===== src/rtl/timer_pkg.sv =====
`timescale 1ns/1ps
// Shared types and default sizing for the capture timer channel.
package timer_pkg;
   typedef enum logic {IDLE, RUNNING} timer_state_t;

   localparam int TIMER_BITWIDTH_DEFAULT  = 32;
   localparam int CAPCNT_BITWIDTH_DEFAULT = 8;
endpackage


===== src/rtl/capture_timer_if.sv =====
`timescale 1ns/1ps
// Control pulses and status outputs of one timer channel.
// master drives the pulses (BFM side), slave is the timer itself.
interface capture_timer_if #(
   parameter int TIMER_BITWIDTH  = timer_pkg::TIMER_BITWIDTH_DEFAULT,
   parameter int CAPCNT_BITWIDTH = timer_pkg::CAPCNT_BITWIDTH_DEFAULT
);
   logic                       start;
   logic                       capture;
   logic                       rst_capture;
   logic                       alarm_load;
   logic [TIMER_BITWIDTH-1:0]  alarm_time;
   logic [TIMER_BITWIDTH-1:0]  count;
   logic                       running;
   logic [TIMER_BITWIDTH-1:0]  capture_value;
   logic                       capture_valid;
   logic [CAPCNT_BITWIDTH-1:0] capture_cnt;
   logic                       alarm;
   logic                       alarm_armed;
   logic                       overflow;

   modport master (
      output start, capture, rst_capture, alarm_load, alarm_time,
      input  count, running, capture_value, capture_valid, capture_cnt,
             alarm, alarm_armed, overflow
   );

   modport slave (
      input  start, capture, rst_capture, alarm_load, alarm_time,
      output count, running, capture_value, capture_valid, capture_cnt,
             alarm, alarm_armed, overflow
   );
endinterface


===== src/rtl/capture_timer.sv =====
`timescale 1ns/1ps
// Single timer channel: free-running counter with capture snapshots and a one-shot alarm.
// Latency: every output registered; capture_valid/alarm appear one cycle after the causing edge.
// Backpressure: none; every pulse is accepted in the cycle it is presented.
module capture_timer
   import timer_pkg::*;
#(
   parameter int TIMER_BITWIDTH  = TIMER_BITWIDTH_DEFAULT,
   parameter int CAPCNT_BITWIDTH = CAPCNT_BITWIDTH_DEFAULT
) (
   input  logic           clk,
   input  logic           areset,
   input  logic           sreset,
   capture_timer_if.slave tif
);

   localparam logic [TIMER_BITWIDTH-1:0]  CNT_MAX = '1;
   localparam logic [CAPCNT_BITWIDTH-1:0] CAP_MAX = '1;

   timer_state_t               state_q,     state_d;
   logic [TIMER_BITWIDTH-1:0]  count_q,     count_d;
   logic                       overflow_q,  overflow_d;
   logic [TIMER_BITWIDTH-1:0]  cap_value_q, cap_value_d;
   logic                       cap_valid_q, cap_valid_d;
   logic [CAPCNT_BITWIDTH-1:0] cap_cnt_q,   cap_cnt_d;
   logic [TIMER_BITWIDTH-1:0]  alarm_reg_q, alarm_reg_d;
   logic                       armed_q,     armed_d;
   logic                       alarm_q,     alarm_d;

   always_comb begin
      state_d     = state_q;
      count_d     = count_q;
      overflow_d  = overflow_q;
      cap_value_d = cap_value_q;
      cap_valid_d = 1'b0;
      cap_cnt_d   = cap_cnt_q;
      alarm_reg_d = alarm_reg_q;
      armed_d     = armed_q;
      alarm_d     = 1'b0;

      if (tif.rst_capture) begin
         // Coincident capture/start/alarm_load are dropped; alarm_reg survives.
         state_d     = IDLE;
         count_d     = '0;
         overflow_d  = 1'b0;
         cap_value_d = '0;
         cap_cnt_d   = '0;
         armed_d     = 1'b0;
      end else begin
         if (tif.start) begin
            state_d    = RUNNING;
            count_d    = '0;
            overflow_d = 1'b0;
         end else if (state_q == RUNNING) begin
            count_d = count_q + 1'b1;
            if (count_q == CNT_MAX) begin
               overflow_d = 1'b1;
            end
         end

         // Snapshot uses the pre-edge count, so a capture alongside start sees the old run.
         if (tif.capture) begin
            cap_value_d = count_q;
            cap_valid_d = 1'b1;
            cap_cnt_d   = (cap_cnt_q == CAP_MAX) ? cap_cnt_q : cap_cnt_q + 1'b1;
         end

         if (tif.alarm_load) begin
            alarm_reg_d = tif.alarm_time;
            armed_d     = 1'b1;
         end else if ((state_q == RUNNING) && armed_q && (count_q == alarm_reg_q)) begin
            alarm_d = 1'b1;
            armed_d = 1'b0;
         end
      end
   end

   always_ff @(posedge clk or posedge areset) begin
      if (areset) begin
         state_q     <= IDLE;
         count_q     <= '0;
         overflow_q  <= 1'b0;
         cap_value_q <= '0;
         cap_valid_q <= 1'b0;
         cap_cnt_q   <= '0;
         alarm_reg_q <= '0;
         armed_q     <= 1'b0;
         alarm_q     <= 1'b0;
      end else if (sreset) begin
         state_q     <= IDLE;
         count_q     <= '0;
         overflow_q  <= 1'b0;
         cap_value_q <= '0;
         cap_valid_q <= 1'b0;
         cap_cnt_q   <= '0;
         alarm_reg_q <= '0;
         armed_q     <= 1'b0;
         alarm_q     <= 1'b0;
      end else begin
         state_q     <= state_d;
         count_q     <= count_d;
         overflow_q  <= overflow_d;
         cap_value_q <= cap_value_d;
         cap_valid_q <= cap_valid_d;
         cap_cnt_q   <= cap_cnt_d;
         alarm_reg_q <= alarm_reg_d;
         armed_q     <= armed_d;
         alarm_q     <= alarm_d;
      end
   end

   assign tif.count         = count_q;
   assign tif.running       = (state_q == RUNNING);
   assign tif.capture_value = cap_value_q;
   assign tif.capture_valid = cap_valid_q;
   assign tif.capture_cnt   = cap_cnt_q;
   assign tif.alarm         = alarm_q;
   assign tif.alarm_armed   = armed_q;
   assign tif.overflow      = overflow_q;

endmodule


===== src/flat_wrapper.sv =====
// flat-port wrapper written by rule: the top's interface ports become plain ports
module capture_timer_flat import timer_pkg::*;
#(
   parameter int TIMER_BITWIDTH  = TIMER_BITWIDTH_DEFAULT,
   parameter int CAPCNT_BITWIDTH = CAPCNT_BITWIDTH_DEFAULT
)
  (clk, areset, sreset, tif_start, tif_capture, tif_rst_capture, tif_alarm_load, tif_alarm_time, tif_count, tif_running, tif_capture_value, tif_capture_valid, tif_capture_cnt, tif_alarm, tif_alarm_armed, tif_overflow);
  capture_timer_if #(.TIMER_BITWIDTH(TIMER_BITWIDTH), .CAPCNT_BITWIDTH(CAPCNT_BITWIDTH)) tif_i ();
  input  logic clk;
  input  logic areset;
  input  logic sreset;
  input wire logic [$bits(tif_i.start)-1:0] tif_start;
  input wire logic [$bits(tif_i.capture)-1:0] tif_capture;
  input wire logic [$bits(tif_i.rst_capture)-1:0] tif_rst_capture;
  input wire logic [$bits(tif_i.alarm_load)-1:0] tif_alarm_load;
  input wire logic [$bits(tif_i.alarm_time)-1:0] tif_alarm_time;
  output wire logic [$bits(tif_i.count)-1:0] tif_count;
  output wire logic [$bits(tif_i.running)-1:0] tif_running;
  output wire logic [$bits(tif_i.capture_value)-1:0] tif_capture_value;
  output wire logic [$bits(tif_i.capture_valid)-1:0] tif_capture_valid;
  output wire logic [$bits(tif_i.capture_cnt)-1:0] tif_capture_cnt;
  output wire logic [$bits(tif_i.alarm)-1:0] tif_alarm;
  output wire logic [$bits(tif_i.alarm_armed)-1:0] tif_alarm_armed;
  output wire logic [$bits(tif_i.overflow)-1:0] tif_overflow;
  assign tif_i.start = tif_start;
  assign tif_i.capture = tif_capture;
  assign tif_i.rst_capture = tif_rst_capture;
  assign tif_i.alarm_load = tif_alarm_load;
  assign tif_i.alarm_time = tif_alarm_time;
  assign tif_count = tif_i.count;
  assign tif_running = tif_i.running;
  assign tif_capture_value = tif_i.capture_value;
  assign tif_capture_valid = tif_i.capture_valid;
  assign tif_capture_cnt = tif_i.capture_cnt;
  assign tif_alarm = tif_i.alarm;
  assign tif_alarm_armed = tif_i.alarm_armed;
  assign tif_overflow = tif_i.overflow;
  capture_timer #(.TIMER_BITWIDTH(TIMER_BITWIDTH), .CAPCNT_BITWIDTH(CAPCNT_BITWIDTH)) u_core (.clk(clk), .areset(areset), .sreset(sreset), .tif(tif_i));
endmodule

===== config.mk =====
export PLATFORM = sky130hd
export DESIGN_NAME = capture_timer_flat
export DESIGN_NICKNAME = d
export VERILOG_FILES = /design/src/rtl/timer_pkg.sv /design/src/rtl/capture_timer_if.sv /design/src/rtl/capture_timer.sv /design/src/flat_wrapper.sv
export SDC_FILE = /design/constraint.sdc
export NUM_CORES = 1
export LEC_CHECK = 0
export ABC_CLOCK_PERIOD_IN_PS = 3300
export CAP_MARGIN = 10
export CORE_AREA = 2 2 135 137
export DETAILED_ROUTE_END_ITERATION = 10
export DIE_AREA = 0 0 137 139
export PLACE_DENSITY_LB_ADDON = 0.25
export SYNTH_ARGS = -nofsm -noshare
export SYNTH_HDL_FRONTEND = slang
export SYNTH_SLANG_ARGS = --single-unit

===== constraint.sdc =====
create_clock -name clk -period 3.3 [get_ports clk]
set_input_delay 0.495 -clock clk [delete_from_list [all_inputs] [get_ports clk]]
set_output_delay 0.495 -clock clk [all_outputs]
set_load 0.01 [all_outputs]

==> results, run 1 <==
- After layout, the minimum clock period comes to roughly 2100 ps.
- The first-pass GRT wire length is about 22000 um.
- The most used flip-flop cell after synthesis is dfrtp_1.
- The number of gates given a new drive strength after cts is 0.
- The final route contains 3724 vias.
- The number of antenna violations at the first check in global routing is 0.
- The endpoint with the worst hold slack is u_core.tif.capture_value[29].
- Clock-pin slew was measured on the worst setup and hold paths at 70 ps.
- The first detailed-routing pass ran for 4 iterations.
- For this design the ratio of total power to cell area is 391 mW/mm^2.
- The clock tree from TritonCTS is built.
- The global placer's final weighted congestion is 0.799.
- Setup repair after global routing left no endpoint under its margin.
- Among cell families on the critical path, the largest total delay comes from buffers and inverters.
- The top fanout value on the critical path is 10.
- The run finished with clean final reports.
- The mean number of vias per cell is approximately 4.8.
- Once placement finished, the instance area stood at approximately 0.0064 mm^2.
- The launch point of the worst reg-to-reg path is u_core.tif.count[14].
- The number of nets in the synthesized netlist is just under 500.
- The top cell types in the final layout, fill and taps aside, are clkdlybuf4s50_1 (114), dfrtp_1 (109), nor2_1 (77).
- The antenna violation net count after detailed routing is 0.
- CTS placed an instance of clkbuf_16 at the clock tree root.
- The worst-case IR drop observed on VDD is 0.000247 V.
- For this run, asynchronously set or reset flops after synthesis account for 100%.
- For this design the static power due to leakage is between 2 and 3 nW.
- The share of synthesized area in the top cell type comes to 54.7%.
- The via count of the first global-routing pass is roughly 3800.
- The post-route cell area is between 0.006 and 0.007 mm^2.
- The worst-case reg-to-reg path depth is 5.
- Along the worst hold path, the cell count comes to 2.
- Adding up every negative setup slack in the final design gives 0 ps.
- The endpoint type of the worst setup path is an output pin.
- STA puts the critical path data required time at around 2800 ps.
- The max-cap violation count is 0.
- The synthesized area per cell is roughly 11 um^2.
- The kind of start point of the critical path is a register.
- In the post-synthesis netlist, the biggest area contributors are dfrtp_1 (55%), mux2i_1 (6.8%), xnor2_1 (6.1%).
- After synthesis, the netlist uses 35 different library cells.
- The post-CTS repair timing setup buffer count is 0.
- Relative to the synthesized area, the layout overhead comes to 33.6%.
- The number of remaining DRC errors is 0.
- The number of placed instances, taps included, is 764.
- The total number of nets in the final design is 588.
- The cell type with the largest total area after synthesis is dfrtp_1.
- The signal arrival time at the worst endpoint is between 1500 and 2000 ps.
- The max-slew violation total from the final report is 0.
- The total power after layout is 2.61 mW.
- The deepest level of the CTS H-tree is 3.
- 0 antenna diodes ended up in the layout.
- The class of the tightest hold or removal check is reg -> reg.
- For this run, the number of Yosys warnings is 0.
- After synthesis the cells add up to 0.00499 mm^2.
- The sequential cell area fraction in the yosys report is around 55%.
- The highest cell delay on the worst timing path is between 600 and 700 ps.
- The clock insertion delay at the later pin of the skew report is approximately 360 ps.
- Walking the worst path, the cells encountered are clkdlybuf4s50_1.
- The worst-case clock buffer depth is 2.
- For the pin with the worst max-slew slack, the measured transition is between 800 and 900 ps.
- Global routing consumed, over all layers together, around 15% of the routing resources.
- The number of I/O pins is approximately 120.
- The number of buffers added on ports is around 120.
- The setup-violating endpoint count in the final report is 0.
- The count of endpoints failing hold in the final timing report is 0.
- The floorplan step defined a die boundary enclosing 0.0190 mm^2.
- After layout, the worst path uses 63.9% of the clock period.
- The clock sink count is about 110.
- Entering global routing, the biggest net connects 42 pins.
- The final wirelength is 14100 um.
- The proportion of layout cells with a drive suffix above 1 is around 5.8%.
- The aggregate global routing overflow is 0.
- The start point of the worst hold path is u_core.tif.capture_value[29].
- Together, buffers and inverters on the worst path number 1.
- The final cell count without fillers is between 700 and 800.
- The floorplan has 49 rows.
- The starting density of the core is about 28%.
- The final clock skew is approximately 8.4 ps.
- The die is 139 um tall.
- The cell type of the slowest stage on the worst timing path is clkdlybuf4s50_1.
- Headroom to the max-slew limit came out at approximately two fifths.
- The die outline width is around 140 um.
- The core footprint is 0.0177 mm^2.
- Synthesis produced ~440 cells.
- The post-cts hold buffer count is 0.
- The synthesized design contains between 100 and 150 register bits.
- The end of the worst register-to-register path is u_core.tif.count[29].
- The post-detailed-route wirelength per cell is 18.1 um.
- In this run, the number of DRC markers left after iteration 0 of detailed routing was approximately 180.
- Once detailed placement completed, the half-perimeter wirelength came to slightly below 10000 um.
- For this run, the top clock speed supported by timing is approximately 470 MHz.
- The critical path in this run is classified as reg -> out.
- The slack of the worst reg-to-reg path is about 1300 ps.
- The commonest non-fill, non-tap cell in the layout is clkdlybuf4s50_1.
- The synthesized design contains 0 enable-type register cells.
- Counting the buffers created by CTS gives 9.
- After filler insertion, the fill cell instance count of the layout stands at 1735.
==> cells in the mapped netlist (2+ instances only) <==
master and n:
xor2_1 31, xnor2_1 35, dfrtp_1 109, and3_1 7
nand2_1 10, and4_1 4, and2_1 3, nand4_1 19
a21oi_1 4, buf_2 10, nor2_1 77, a22o_1 32
o21ai_0 4, nand3_1 18, nor4_2 2, or3_1 3
nor3_4 2, mux2i_1 34, nor4_1 2, clkbuf_1 18
inv_1 5, ha_1 2
==> per-layer routing <==
layer,up-vias,part of all wire [%],GRT usage (%),wire (um)
li1,1739,-,-,-
met5,-,0,0,0
met1,1854,47,22.8,6620
met4,0,1.7,4.56,235
met3,20,6.7,3.36,944
met2,111,45,22.2,6300
==> worst min-delay path, cell delays in order, from the launching register on <==
cell	delay (ps)
dfrtp_1	340
mux2i_1	70
nor2_1	80
==> area by class of cell <==
| cell class | count | area [um^2] | share of cell area, % |
|---|---|---|---|
| clock buffer | 13 | 250 | 3.76 |
| clock inverter | 3 | 21.3 | 0.319 |
| inverter | 5 | 22.5 | 0.338 |
| multi-input combinational | 301 | 2110 | 31.8 |
| sequential | 109 | 2730 | 41.0 |
| tap | 229 | 287 | 4.30 |
| timing repair buffer | 121 | 1240 | 18.6 |
==> logic make-up after synthesis <==
group	Yosys count	synth area share [%]
xor gates and xnor gates	66	11.6
buffers and inverters	34	2.96
adders and majority gates	2	0.502
AOI/OAI and AO/OA	44	7.08
DFF	109	54.7
and+or+nand+nor	155	16.3
muxes	34	6.83
==> stage by stage <==
| stage | hold WS, ps | utilization, % | setup WS [ps] |
|---|---|---|---|
| after floorplan | 493 | - | 1490 |
| after global placement | 502 | 36.0 | 981 |
| after detailed placement | 504 | 36.0 | 911 |
| after CTS | 524 | 37.6 | 1190 |
| after global routing | 548 | 37.7 | 994 |
| final | 519 | 37.7 | 1190 |
==> how the worst max path moves through the flow <==
| stage | start | end | slack, ps | depth (start not counted) |
|---|---|---|---|---|
| floorplan | areset | u_core.alarm_reg_q[0] | 1490 | 1 |
| global placement | tif_start | u_core.tif.count[29] | 980 | 3 |
| detailed placement | tif_start | u_core.tif.count[13] | 910 | 3 |
| CTS | u_core.tif.running | tif_running | 1190 | 1 |
| global route | u_core.tif.count[9] | u_core.tif.count[28] | 990 | 5 |
| finish | u_core.tif.running | tif_running | 1190 | 1 |
==> power by group <==
part	total, mW	internal (mW)	switching, mW	leakage [nW]
clock	1.03	0.535	0.497	0.130
combinational	0.201	0.0946	0.106	1.20
sequential	1.37	1.36	0.0179	1.51
Power figures use the tool's default switching activity.
==> inputs of run 2 (changes only) <==
--- a/config.mk
+++ b/config.mk
@@ -5,7 +5,7 @@
 export SDC_FILE = /design/constraint.sdc
 export NUM_CORES = 1
 export LEC_CHECK = 0
-export ABC_CLOCK_PERIOD_IN_PS = 3300
+export ABC_CLOCK_PERIOD_IN_PS = 2200
 export CAP_MARGIN = 10
 export CORE_AREA = 2 2 135 137
 export DETAILED_ROUTE_END_ITERATION = 10
==> constraint.sdc (replaced) <==
create_clock -name clk -period 2.2 [get_ports clk]
set_input_delay 0.33 -clock clk [delete_from_list [all_inputs] [get_ports clk]]
set_output_delay 0.33 -clock clk [all_outputs]
set_load 0.01 [all_outputs]
==> run 2 against run 1 <==
Clock-buffer cell count is the same; critical path depth increased by 5; final area grew 1.1%; critical path type is now reg -> reg; register-to-register slack got worse by 1000 ps; sequential cell count unchanged; combinational power increased by 52%.
==> results, run 2 (synthesized netlist as in run 1, its figures left out) <==
- The flow ran to the end, and the final reports show no timing, DRC or antenna violations.
- The power density over the cells is 579 mW/mm^2.
- The worst-case hold slack is around 280 ps.
- The endpoint type of the worst setup path is a register.
- Measured against its own limit, the worst slew margin works out to about two thirds.
- Clock tree synthesis inserted a total of 9 buffers.
- The worst-case clock buffer depth is 2.
- The deepest level of the CTS H-tree is 3.
- The aggregate global routing overflow is 0.
- Summing all multi-input logic gate instances after layout gives around 0.0021 mm^2.
- The critical path required time is 2420 ps.
- The top fanout value on the critical path is 8.
- For this run, the top clock speed supported by timing is around 500 MHz.
- Summed over all failing endpoints, the final setup total negative slack is 0 ps.
- The met1 track demand over resource is between 20% and 30%.
- The kind of cell with the highest combined delay on the critical path is simple AND/OR/NAND/NOR gates.
- On the worst path, the slowest cell contributes a delay of 500 ps.
- The critical path is of the reg -> reg type.
- The post-route cell area is roughly 0.0067 mm^2.
- The detailed placer's ending HPWL is between 10000 and 15000 um.
- The number of instances in the placed design is about 780.
- The CTS root buffer is clkbuf_16.
- Using the TritonRoute via totals, the vias-per-cell ratio works out to 4.72.
- The global placer's final weighted congestion is 0.780.
- The count of endpoints failing hold in the final timing report was 0.
- Pin placement for this block handled around 120 I/O pins.
- The met3 usage is a little under 3%.
- The setup slack at placement is about 260 ps.
- Max-cap violations in this run came to 0.
- Summing all placed instances gives a cell area of between 0.006 and 0.007 mm^2.
- The number of gates given a new drive strength after cts is 0.
- The post-detailed-route wirelength per cell is ~17 um.
- The antenna cell count is 0.
- The number of buffers and inverters on the critical path is 0.
- The global routing's busiest layer is met2.
- For the pin with the worst max-slew slack, the measured transition is 528 ps.
- The die outline width is around 140 um.
- Setup repair after global routing left no endpoint under its margin.
- Leaving out fill and tap cells, the most frequent cells in the layout are clkdlybuf4s50_1 (114), dfrtp_1 (109), nor2_1 (77).
- Setup violations remaining at the end of the flow were counted as 0.
- In the global route stage, met2 resource usage came out at 23.4%.
- The height of the die is roughly 140 um.
- The proportion of layout cells with a drive suffix above 1 is 7.49%.
- At the worst endpoint, the arrival time is roughly 2200 ps.
- The path class of the tightest hold or removal check is in -> async.
- The first-pass GRT wire length is ~22000 um.
- The signal on the critical path passes through ha_1 -> nand3_1 -> nor3_4 -> nand4_1 -> xnor2_1 -> nor2_1.
- Registers take around 0.0027 mm^2.
- The final clock skew is around 7.3 ps.
- The detailed-route via count is about 3700.
- The die covers roughly 0.019 mm^2.
- After clock tree synthesis, the clock-pin slew on the worst setup and hold paths is ~70 ps.
- The via count of the first global-routing pass came to around 3800.
- VDD sags by at most ~0.00037 V.
- The number of setup buffers added after CTS is 0.
- For this run, the share of the core covered by cells in the final layout is 38.1%.
- The worst setup slack after layout is 244 ps.
- The total power after layout is 3.90 mW.
- The clock insertion delay at the later pin of the skew report is 350 ps.
- The starting density of the core is between 20 and 30%.
- The number of antenna violations at the first check in global routing was 0.
- The cell type of the slowest stage on the worst timing path is dfrtp_1.
- Relative to the synthesized area, the layout overhead comes to 35.0%.
- The max-slew violation total from the final report came to 0.
- Before antenna repair, the detailed router went through 4 iterations.
- The clock period minus final worst setup slack is 1960 ps.
- The finished layout holds 790 standard cells, fillers aside.
- Entering global routing, the biggest net connects 83 pins.
- The tree built by TritonCTS fans out to around 110 sinks.
- The final critical path takes up 88.9% of the cycle.
- Hold repair after CTS inserted 0 buffers.
- The overall global routing resource usage is ~15%.
- For this block, the initial DRC count from the detailed router was 207.
- The final wirelength is around 14000 um.
- The number of buffers added on ports is approximately 120.
- The kind of start point of the critical path is a register.
- Row generation in the floorplan step produced slightly below 50 rows.
- For this run, design rule violations remaining after detail routing come to 0.
- The total number of nets in the final design is 599.
- Once detail routing completed, the nets flagged for antenna violations numbered 0.
- After filler insertion, the fill cell instance count of the layout stands at 1725.
- The static leakage is just under 3 nW.
- TritonCTS built the clock tree.
- The commonest non-fill, non-tap cell in the layout is clkdlybuf4s50_1.
- The core region is about 0.018 mm^2.
[run 2: where the power goes]
part / internal [mW] / switching (mW) / total, mW / leakage [nW]
combinational: 0.145 / 0.160 / 0.305 / 1.26
sequential: 2.03 / 0.0273 / 2.06 / 1.51
clock: 0.820 / 0.709 / 1.53 / 0.128
[run 2: per-layer routing]
metal  share of wire, %  vias to the layer above
li1                   -                     1759
met1                 46                     1854
met2                 47                      102
met3                5.7                       12
met4                1.3                        0
met5                  0                        -
[run 2: worst paths after layout]
kind	cells past startpoint	start	slack, ps	end
max reg2reg	6	u_core.tif.count[0]	240	u_core.tif.count[18]
max	6	u_core.tif.count[0]	240	u_core.tif.count[18]
min in group clk	3	tif_capture	350	u_core.tif.capture_value[30]
min	2	areset	280	u_core.tif.capture_value[31]
min reg2reg	2	u_core.tif.overflow	510	u_core.tif.overflow
max in group asynchronous	3	areset	1220	u_core.tif.capture_value[14]
[run 2: cell type report]
class | count | share of cell area [%]
Sequential cell | 109 | 40.5
Tap cell | 229 | 4.26
Multi-Input combinational cell | 301 | 31.4
Timing Repair Buffer | 132 | 19.5
Clock buffer | 13 | 3.87
Inverter | 5 | 0.335
Clock inverter | 1 | 0.112
